File: config.mk
export PLATFORM = sky130hd
export DESIGN_NAME = smart_home_climate_flat
export DESIGN_NICKNAME = d
export VERILOG_FILES = /design/src/rtl/smart_home_climate_if.sv /design/src/rtl/smart_home_climate.sv /design/src/flat_wrapper.sv
export SDC_FILE = /design/constraint.sdc
export NUM_CORES = 1
export LEC_CHECK = 0
export ABC_AREA = 1
export CAP_MARGIN = 40
export CORE_ASPECT_RATIO = 0.5
export CORE_MARGIN = 2
export CORE_UTILIZATION = 46
export CTS_CLUSTER_SIZE = 20
export DETAILED_ROUTE_END_ITERATION = 16
export PLACE_DENSITY = 0.81
export SYNTH_ARGS = -nofsm -noshare
export SYNTH_HDL_FRONTEND = slang
export SYNTH_SLANG_ARGS = --single-unit
File: constraint.sdc
create_clock -name clk -period 1.5 [get_ports clk]
set_clock_uncertainty 0.1 [all_clocks]
set_input_delay 0.3 -clock clk [delete_from_list [all_inputs] [get_ports clk]]
set_output_delay 0.3 -clock clk [all_outputs]
set_load 0.01 [all_outputs]
File: src/rtl/smart_home_climate_if.sv
// Zone-controller bundle: global enable/mode and packed samples in, per-zone drives and faults out.
interface smart_home_climate_if #(
  parameter int unsigned ZONES = 4,
  parameter int unsigned TW    = 5
);
  logic                  en;
  logic [1:0]            mode;
  logic [ZONES*TW-1:0]   temperature;
  logic [ZONES-1:0]      heating;
  logic [ZONES-1:0]      cooling;
  logic [ZONES-1:0]      fault;

  modport master (output en, mode, temperature, input heating, cooling, fault);
  modport slave  (input en, mode, temperature, output heating, cooling, fault);
endinterface

File: src/rtl/smart_home_climate.sv
// Multi-zone hysteresis heat/cool controller with per-zone dwell counter and sensor-fault override.
// The dwell counter reloads only when a zone actually changes state.
module smart_home_climate #(
  parameter int unsigned ZONES     = 4,
  parameter int unsigned TW        = 5,
  parameter int unsigned HEAT_ON   = 18,
  parameter int unsigned HEAT_OFF  = 20,
  parameter int unsigned COOL_ON   = 22,
  parameter int unsigned COOL_OFF  = 20,
  parameter int unsigned MIN_DWELL = 4
) (
  input logic                  clk,
  input logic                  rst,
  smart_home_climate_if.slave  bus
);

  localparam int unsigned CW = (MIN_DWELL > 1) ? $clog2(MIN_DWELL) : 1;
  localparam logic [CW-1:0] DwellLoad = CW'(MIN_DWELL - 1);
  localparam logic [TW-1:0] HeatOn  = TW'(HEAT_ON);
  localparam logic [TW-1:0] HeatOff = TW'(HEAT_OFF);
  localparam logic [TW-1:0] CoolOn  = TW'(COOL_ON);
  localparam logic [TW-1:0] CoolOff = TW'(COOL_OFF);

  localparam logic [1:0] ModeOff  = 2'b00;
  localparam logic [1:0] ModeAuto = 2'b01;
  localparam logic [1:0] ModeHeat = 2'b10;
  localparam logic [1:0] ModeCool = 2'b11;

  typedef enum logic [1:0] {StIdle, StHeat, StCool} state_e;

  logic run;
  logic heat_ok;
  logic cool_ok;
  logic heat_only;
  logic cool_only;

  assign run       = bus.en && (bus.mode != ModeOff);
  assign heat_only = (bus.mode == ModeHeat);
  assign cool_only = (bus.mode == ModeCool);
  assign heat_ok   = (bus.mode == ModeAuto) || heat_only;
  assign cool_ok   = (bus.mode == ModeAuto) || cool_only;

  logic [ZONES-1:0] heat_all;
  logic [ZONES-1:0] cool_all;
  logic [ZONES-1:0] fault_all;

  for (genvar z = 0; z < ZONES; z++) begin : g_zone
    logic [TW-1:0] temp;
    logic          bad;
    logic          forced;
    state_e        st_q, st_d;
    logic [CW-1:0] cnt_q, cnt_d;
    logic          heat_q, cool_q, fault_q;

    assign temp = bus.temperature[z*TW +: TW];
    assign bad  = (temp == '1);
    // Any forcing cause wins over dwell; they all land in IDLE.
    assign forced = bad || !run || (st_q == StHeat && cool_only) || (st_q == StCool && heat_only);

    always_comb begin
      st_d = st_q;
      if (forced) begin
        st_d = StIdle;
      end else if (cnt_q == '0) begin
        unique case (st_q)
          StIdle: begin
            if (temp <= HeatOn && heat_ok)      st_d = StHeat;
            else if (temp >= CoolOn && cool_ok) st_d = StCool;
          end
          StHeat:  if (temp >= HeatOff) st_d = StIdle;
          StCool:  if (temp <= CoolOff) st_d = StIdle;
          default: st_d = StIdle;
        endcase
      end
      if (st_d != st_q)      cnt_d = DwellLoad;
      else if (cnt_q == '0)  cnt_d = '0;
      else                   cnt_d = cnt_q - CW'(1);
    end

    always_ff @(posedge clk) begin
      if (rst) begin
        st_q    <= StIdle;
        cnt_q   <= '0;
        heat_q  <= 1'b0;
        cool_q  <= 1'b0;
        fault_q <= 1'b0;
      end else begin
        st_q    <= st_d;
        cnt_q   <= cnt_d;
        heat_q  <= (st_d == StHeat);
        cool_q  <= (st_d == StCool);
        fault_q <= bad;
      end
    end

    assign heat_all[z]  = heat_q;
    assign cool_all[z]  = cool_q;
    assign fault_all[z] = fault_q;
  end

  assign bus.heating = heat_all;
  assign bus.cooling = cool_all;
  assign bus.fault   = fault_all;

endmodule

File: src/flat_wrapper.sv
// flat-port wrapper written by rule: the top's interface ports become plain ports
module smart_home_climate_flat 
#(
  parameter int unsigned ZONES     = 4,
  parameter int unsigned TW        = 5,
  parameter int unsigned HEAT_ON   = 18,
  parameter int unsigned HEAT_OFF  = 20,
  parameter int unsigned COOL_ON   = 22,
  parameter int unsigned COOL_OFF  = 20,
  parameter int unsigned MIN_DWELL = 4
)
  (clk, rst, bus_en, bus_mode, bus_temperature, bus_heating, bus_cooling, bus_fault);
  smart_home_climate_if #(.ZONES(ZONES), .TW(TW)) bus_i ();
  input logic clk;
  input logic rst;
  input wire logic [$bits(bus_i.en)-1:0] bus_en;
  input wire logic [$bits(bus_i.mode)-1:0] bus_mode;
  input wire logic [$bits(bus_i.temperature)-1:0] bus_temperature;
  output wire logic [$bits(bus_i.heating)-1:0] bus_heating;
  output wire logic [$bits(bus_i.cooling)-1:0] bus_cooling;
  output wire logic [$bits(bus_i.fault)-1:0] bus_fault;
  assign bus_i.en = bus_en;
  assign bus_i.mode = bus_mode;
  assign bus_i.temperature = bus_temperature;
  assign bus_heating = bus_i.heating;
  assign bus_cooling = bus_i.cooling;
  assign bus_fault = bus_i.fault;
  smart_home_climate #(.ZONES(ZONES), .TW(TW), .HEAT_ON(HEAT_ON), .HEAT_OFF(HEAT_OFF), .COOL_ON(COOL_ON), .COOL_OFF(COOL_OFF), .MIN_DWELL(MIN_DWELL)) u_core (.clk(clk), .rst(rst), .bus(bus_i));
endmodule
==> summary.md, run 1 <==
| Metric | Value |
|---|---|
| Status | finished, final reports clean |
| Cells after synthesis | 274 |
| First-pass GRT wire length | 6.57 mm |
| Synth Area in Adders | 0.0288 |
| DRC violations left | 0 |
| Hold Vio Cnt, Final | 0 |
| Die area | 4320 sq um |
| GRT overflow | 0 |
| Final period util | 0.986 |
| Max stage delay cell, worst path | ha_4 |
| Setup TNS | 0 ns |
| Register area share after synthesis | 0.322 |
| Pwr dens | 1160 nW/um^2 |
| CTS tree | done |
| Max VDD drop | 547 uV |
| CP endpoint kind | flip-flop |
| Routability-driven placement congestion ratio | 0.870 |
| CP required | 1.58 ns |
| Routed Antenna Nets | 0 |
| Crit-path max cell delay | 0.21 ns |
| Total routed wirelength | 4.63 mm |
| Post-synthesis instance area | 1740 sq um |
| Ant. Diodes | 0 |
| Post-route cell area | 2520 sq um |
| Drt first pass iters | 4 |
| Pre-CTS WS | -0.714 ns |
| Critical path fanouts, max | 4 |
| Worst hold path class | input pin to flip-flop |
| WP depth | 14 |
| HPWL after DPL | 2.95 mm |
| Asr flop ratio synth | 0 |
| Reg2Reg Depth | 11 |
| Unrepaired setup endpoints after global routing | true |
| Die span in x | 91.0 um |
| Xor-xnor portion of the synthesized cell area | 0 |
| Avg Cell Area, Syn | 6.35 sq um |
| Initial core utilization | 0.493 |
| Largest cells by area after synthesis | dfxtp_1, nand2_1, nand3_1 |
| Via count | 1809 |
| Post-route minimum period | 1.48 ns |
| Critical Path AT | 1.56 ns |
| Setup Viol. Count Final | 0 |
| EDFF count, synth | 0 |
| Most common cell on crit path | nand2_1 |
| Worst path buffer plus inverter count | 4 |
| Mux cell area share after synthesis | 0 |
| DRT iter0 DRCs | 48 |
| Number of max-cap violations | 0 |
| Worst setup margin | 0.0208 ns |
| Number of global-route vias before repair | 1568 |
| # rows | 15 |
| Area grow syn2layout | 44.7% |
| Commonest cells in the netlist | nand2_1, inv_1, nor2_1 |
| Worst-path cell chain | buf_4, inv_4, ha_4, buf_4, nand3_2, nand2_1, nand2_1, nand2_1, nand2_2, nand2_1, nand2_2, nand3_1, nand2_1, inv_1 |
| Kind of critical path | input pin to flip-flop |
| Drt via density | 4.97 |
| FF/Latch Area | 581 sq um |
| Headroom to the max-slew limit | 0.831 |
| Multi-input logic area | 1170 sq um |
| Filler Cells Inserted | 262 |
| P_leak | 1.35 nW |
| Cts bufs inserted | 3 |
| Root buffer cell | clkbuf_8 |
| Mapped Nets | 303 |
| Worst-Skew Late Latency | 0.28 ns |
| DP Area | 2160 sq um |
| Largest net degree at the start of global routing | 20 |
| Main synth FF type | dfxtp_1 |
| Synth cell types | 24 |
| Cell family with most CP delay | simple AND/OR/NAND/NOR gates |
| Clock transition at path regs | 0.09 ns |
| Post-layout nets | 344 |
| H-Tree Depth | 1 |
| Global Route Usage Sum | 0.193 |
| Yosys reg bits | 28 |
| Ports | 37 |
| Least-Margin Pin Slew | 0.253 ns |
| Initial antenna violation count | 0 |
| Nature of the critical path startpoint | input pin |
| Largest family of logic cells by synthesized area | simple AND/OR/NAND/NOR gates |
| Area fraction in compound gates after synthesis | 0.0460 |
| Clock sinks | 28 |
| Most common cell in the synthesized netlist | nand2_1 |
| Max clock buf depth | 2 |
| Layout cell share with drive strength beyond 1 | 0.307 |
| Synth area leader | dfxtp_1 |
| Die span in y | 47.5 um |
| Worst-case hold slack | 0.266 ns |
| Yosys warnings | 0 |
| Wire per inst | 12.7 um |
| Port bufs | 36 |
| Post-synthesis simple-gate area fraction | 0.455 |
| Fmax achieved | 676 MHz |
| Core area | 3530 sq um |
| Share of the synthesized area in the top cell type | 0.322 |
| Hold Path Stages | 3 |
| Slew Limit Fails | 0 |
cell type report:
| class | instances | area share |
|---|---|---|
| tap | 51 | 0.0253 |
| timing repair buffer | 51 | 0.204 |
| multi-input combinational | 193 | 0.465 |
| inverter | 38 | 0.0586 |
| clock buffer | 3 | 0.0164 |
| sequential | 28 | 0.231 |
timing repair:
action,4_1_cts,5_1_grt
setup endpoints to repair,36,18
gates resized for setup,49,69
hold buffers,0,0
pin swaps,10,25
setup buffers,1,4
cell usage in the layout, fill, tap and decap left out, types with 3 or more instances in the layout:
cell	count
nand2_1	78
inv_1	27
nor2_1	24
dfxtp_1	20
dlymetal6s2s_1	19
buf_4	15
dlygate4sd2_1	14
nand3_2	13
nand2_2	12
nand3_1	12
inv_2	9
nor2_4	9
nor3_1	8
nor2_2	6
a21oi_1	5
dfxtp_2	4
dfxtp_4	4
nand3_4	3
a21oi_2	3
nand4_1	3
nor3_4	3
ha_4	3
clkbuf_8	3
registers in the layout, summed over array words and instances (netlist names):
name / flops
u_core.g_zone.fault_q: 4
u_core.g_zone.cool_q: 4
u_core.g_zone.heat_q: 4
u_core.g_zone.st_q: 8
u_core.g_zone.cnt_q: 8
metal layers:
layer | share of wire | track usage
met1 | 0.43 | 0.221
met2 | 0.52 | 0.397
met3 | 0.039 | 0.0409
met4 | 0.011 | 0.0333
met5 | 0 | 0
worst paths after layout:
kind	slack [ns]	from	to
worst max register to register	0.05	u_core.g_zone[3].st_q[0]	u_core.g_zone[3].cnt_q[0]
worst min register to register	0.42	u_core.g_zone[1].cnt_q[1]	u_core.g_zone[1].cnt_q[1]
worst max-delay path	0.02	bus_mode[0]	u_core.g_zone[3].cnt_q[0]
worst min-delay path	0.27	bus_temperature[12]	u_core.g_zone[2].fault_q
worst register-to-register path, delay by kind of cell (launching register included):
family,cells,cell delay (ns)
DFF,1,0.38
buffers and inverters,3,0.21
and+or+nand+nor,7,0.60
AOI/OAI and AO/OA,1,0.07
where the power goes:
part,switching [mW],internal (mW)
clock network,0.228,0.181
registers,0.162,0.914
logic,0.842,0.588
total,1.23,1.68
through the flow:
step / utilization / total power [mW] / cells
after global placement: 0.611 / 2.18 / 356
after detailed placement: 0.611 / 2.24 / 356
after global routing: 0.714 / 3.13 / 364
after CTS: 0.646 / 2.72 / 360
final: 0.714 / 2.91 / 364
after floorplan: - / 1.90 / 274
cell families after synthesis:
family	after synthesis
AO/OA/AOI/OAI	14
buffers and inverters	53
flip-flops	28
AND/OR/NAND/NOR	175
adder cells (fa/ha/maj)	4
Power figures use the tool's default switching activity.
==> run 2: changes to the inputs <==
--- a/config.mk
+++ b/config.mk
@@ -9,10 +9,11 @@
 export CAP_MARGIN = 40
 export CORE_ASPECT_RATIO = 0.5
 export CORE_MARGIN = 2
-export CORE_UTILIZATION = 46
+export CORE_UTILIZATION = 47
+export CTS_BUF_LIST = sky130_fd_sc_hd__clkbuf_4 sky130_fd_sc_hd__clkbuf_8
 export CTS_CLUSTER_SIZE = 20
 export DETAILED_ROUTE_END_ITERATION = 16
-export PLACE_DENSITY = 0.81
+export PLACE_DENSITY = 0.83
 export SYNTH_ARGS = -nofsm -noshare
 export SYNTH_HDL_FRONTEND = slang
 export SYNTH_SLANG_ARGS = --single-unit
==> constraint.sdc (replaced) <==
create_clock -name clk -period 1.25 [get_ports clk]
set_clock_uncertainty 0.1 [all_clocks]
set_input_delay 0.25 -clock clk [delete_from_list [all_inputs] [get_ports clk]]
set_output_delay 0.25 -clock clk [all_outputs]
set_load 0.01 [all_outputs]
==> summary.md, run 2 (same netlist as run 1, synthesis figures left out) <==
| Metric | Value |
|---|---|
| Setup Viol. Count Final | 25 |
| Area grow syn2layout | 73.8% |
| Die area | 4240 sq um |
| FF/Latch Area | 588 sq um |
| Hold path start | bus_temperature[17] |
| Worst-case hold slack | 0.351 ns |
| Post-route cell area | 3020 sq um |
| Pre-CTS WS | -0.954 ns |
| Unrepaired setup endpoints after global routing | true |
| Total power | 4.63 mW |
| Worst-Skew Late Latency | 0.28 ns |
| CP required | 1.33 ns |
| Kind of critical path | flip-flop to flip-flop |
| Via count | 2391 |
| Most frequent cells in the layout | nand2_1, buf_4, nand2_2, dlygate4sd2_1, inv_1 |
| Drt via density | 5.96 |
| P_leak | 1.43 nW |
| H-Tree Depth | 1 |
| Root buffer cell | clkbuf_8 |
| Met3 usage | 0.0738 |
| Drt first pass iters | 5 |
| Reg2Reg Depth | 12 |
| Number of global-route vias before repair | 2093 |
| Routability-driven placement congestion ratio | 0.924 |
| Least-Margin Pin Slew | 0.268 ns |
| Pwr dens | 1530 nW/um^2 |
| Critical Path AT | 1.77 ns |
| Post-layout nets | 381 |
| Worst setup margin | -0.446 ns |
| Hold-fix buffers, CTS | 0 |
| DRC violations left | 0 |
| Die span in x | 90.1 um |
| Slew Limit Fails | 0 |
| Most used routing layer | met2 |
| Status | complete, but fails checks |
| Hold Path Stages | 3 |
| GRT overflow | 0 |
| Met1 global-route usage | 0.348 |
| HPWL after DPL | 3.44 mm |
| Most common cell after layout, fill and taps aside | nand2_1 |
| Worst hold path class | input pin to flip-flop |
| Critical path fanouts, max | 5 |
| Initial antenna violation count | 0 |
| Post-route minimum period | 1.70 ns |
| Core area | 3490 sq um |
| Initial core utilization | 0.499 |
| Cts bufs inserted | 3 |
| Clock transition at path regs | 0.09 ns |
| Final period util | 1.36 |
| Ant. Diodes | 0 |
| CTS tree | done |
| WHS Endpoint | u_core.g_zone[3].fault_q |
| Port bufs | 36 |
| Total routed wirelength | 8.08 mm |
| DRT iter0 DRCs | 201 |
| Filler Cells Inserted | 155 |
| Clock sinks | 28 |
| Ports | 37 |
| Nature of the critical path startpoint | flip-flop |
| Largest net degree at the start of global routing | 17 |
| R2R Path End | u_core.g_zone[1].cnt_q[0] |
| Headroom to the max-slew limit | 0.821 |
| Die span in y | 47.0 um |
| # rows | 15 |
| Setup TNS | -5.49 ns |
| DP Area | 2440 sq um |
| Hold Vio Cnt, Final | 0 |
| Global Route Usage Sum | 0.313 |
| Max VDD drop | 994 uV |
| Number of max-cap violations | 0 |
| R2r setup slk | -0.45 ns |
| First-pass GRT wire length | 10.1 mm |
| Failing checks | setup timing |
| Multi-input logic area | 1350 sq um |
| Reg-to-reg startpoint | u_core.g_zone[1].st_q[1] |
| Fmax achieved | 590 MHz |
| CP endpoint kind | flip-flop |
| Layout cell share with drive strength beyond 1 | 0.497 |
| Met2 Resource Use GR | 0.583 |
| Max clock buf depth | 2 |
| Wire per inst | 20.1 um |
| Routed Antenna Nets | 0 |
| Largest registers | u_core.g_zone.cnt_q: 8 flops, u_core.g_zone.st_q: 8 flops |
-- run 2: cell count changes in the layout (fill, tap and decap cells not counted), sizes merged --
cell / change
buf: +37
clkdlybuf4s15: +3
dlygate4sd2: +16
dlymetal6s2s: -19
-- run 2: worst max-delay path by stage --
stage | startpoint | end | cells after the start | slack, ns
finish | u_core.g_zone[1].st_q[1] | u_core.g_zone[1].cnt_q[0] | 12 | -0.45
global route | u_core.g_zone[1].st_q[1] | u_core.g_zone[1].cnt_q[0] | 12 | -0.56
CTS | bus_mode[0] | u_core.g_zone[2].cnt_q[0] | 15 | -0.19
detailed placement | bus_mode[0] | u_core.g_zone[2].cnt_q[0] | 12 | -0.95
global placement | bus_mode[0] | u_core.g_zone[1].cnt_q[0] | 12 | -0.86
floorplan | bus_mode[0] | u_core.g_zone[1].cnt_q[0] | 13 | -0.17
-- run 2: layout make-up --
cell class              instances  area share
flip-flops and latches         28       0.194
inverters                      38      0.0596
repair buffers                 88       0.264
multi-input cells             193       0.447
well taps                      51      0.0211
clock buffers                   3      0.0137
-- run 2: repair_timing --
item,4_1_cts,5_1_grt
gates resized for setup,117,69
endpoints found under the setup margin,36,26
pin swaps,58,32
buffers inserted,11,4
-- run 2: metal layers --
layer  share of wire  wire length, um  vias up
li1                -                -      999
met1            0.35             2830     1070
met2            0.44             3580      227
met3            0.12              960       95
met4           0.088              711        0
met5               0                0        -
-- run 2: through the flow --
step | util | std cells
6_report | 0.866 | 401
5_1_grt | 0.866 | 401
4_1_cts | 0.797 | 400
3_5_place_dp | 0.699 | 386
3_3_place_gp | 0.699 | 386
2_1_floorplan | - | 274
-- run 2: where the power goes --
group	switching, mW	leakage, nW	internal (mW)
Sequential	0.208	0.234	1.10
Clock	0.291	0.0216	0.218
Combinational	1.61	1.18	1.21
Total	2.11	1.43	2.52
-- run 2: critical path, stage by stage, from the launching register on --
cell and delay [ns]:
dfxtp_4 0.39, inv_4 0.07, nand2_2 0.06, nor2_2 0.15, nand2_1 0.08, nand2_1 0.08
nand2_1 0.06, nand2_2 0.09, nand2_2 0.07, nand2_1 0.09, nand2_1 0.08, nor2_2 0.17
a21oi_1 0.09
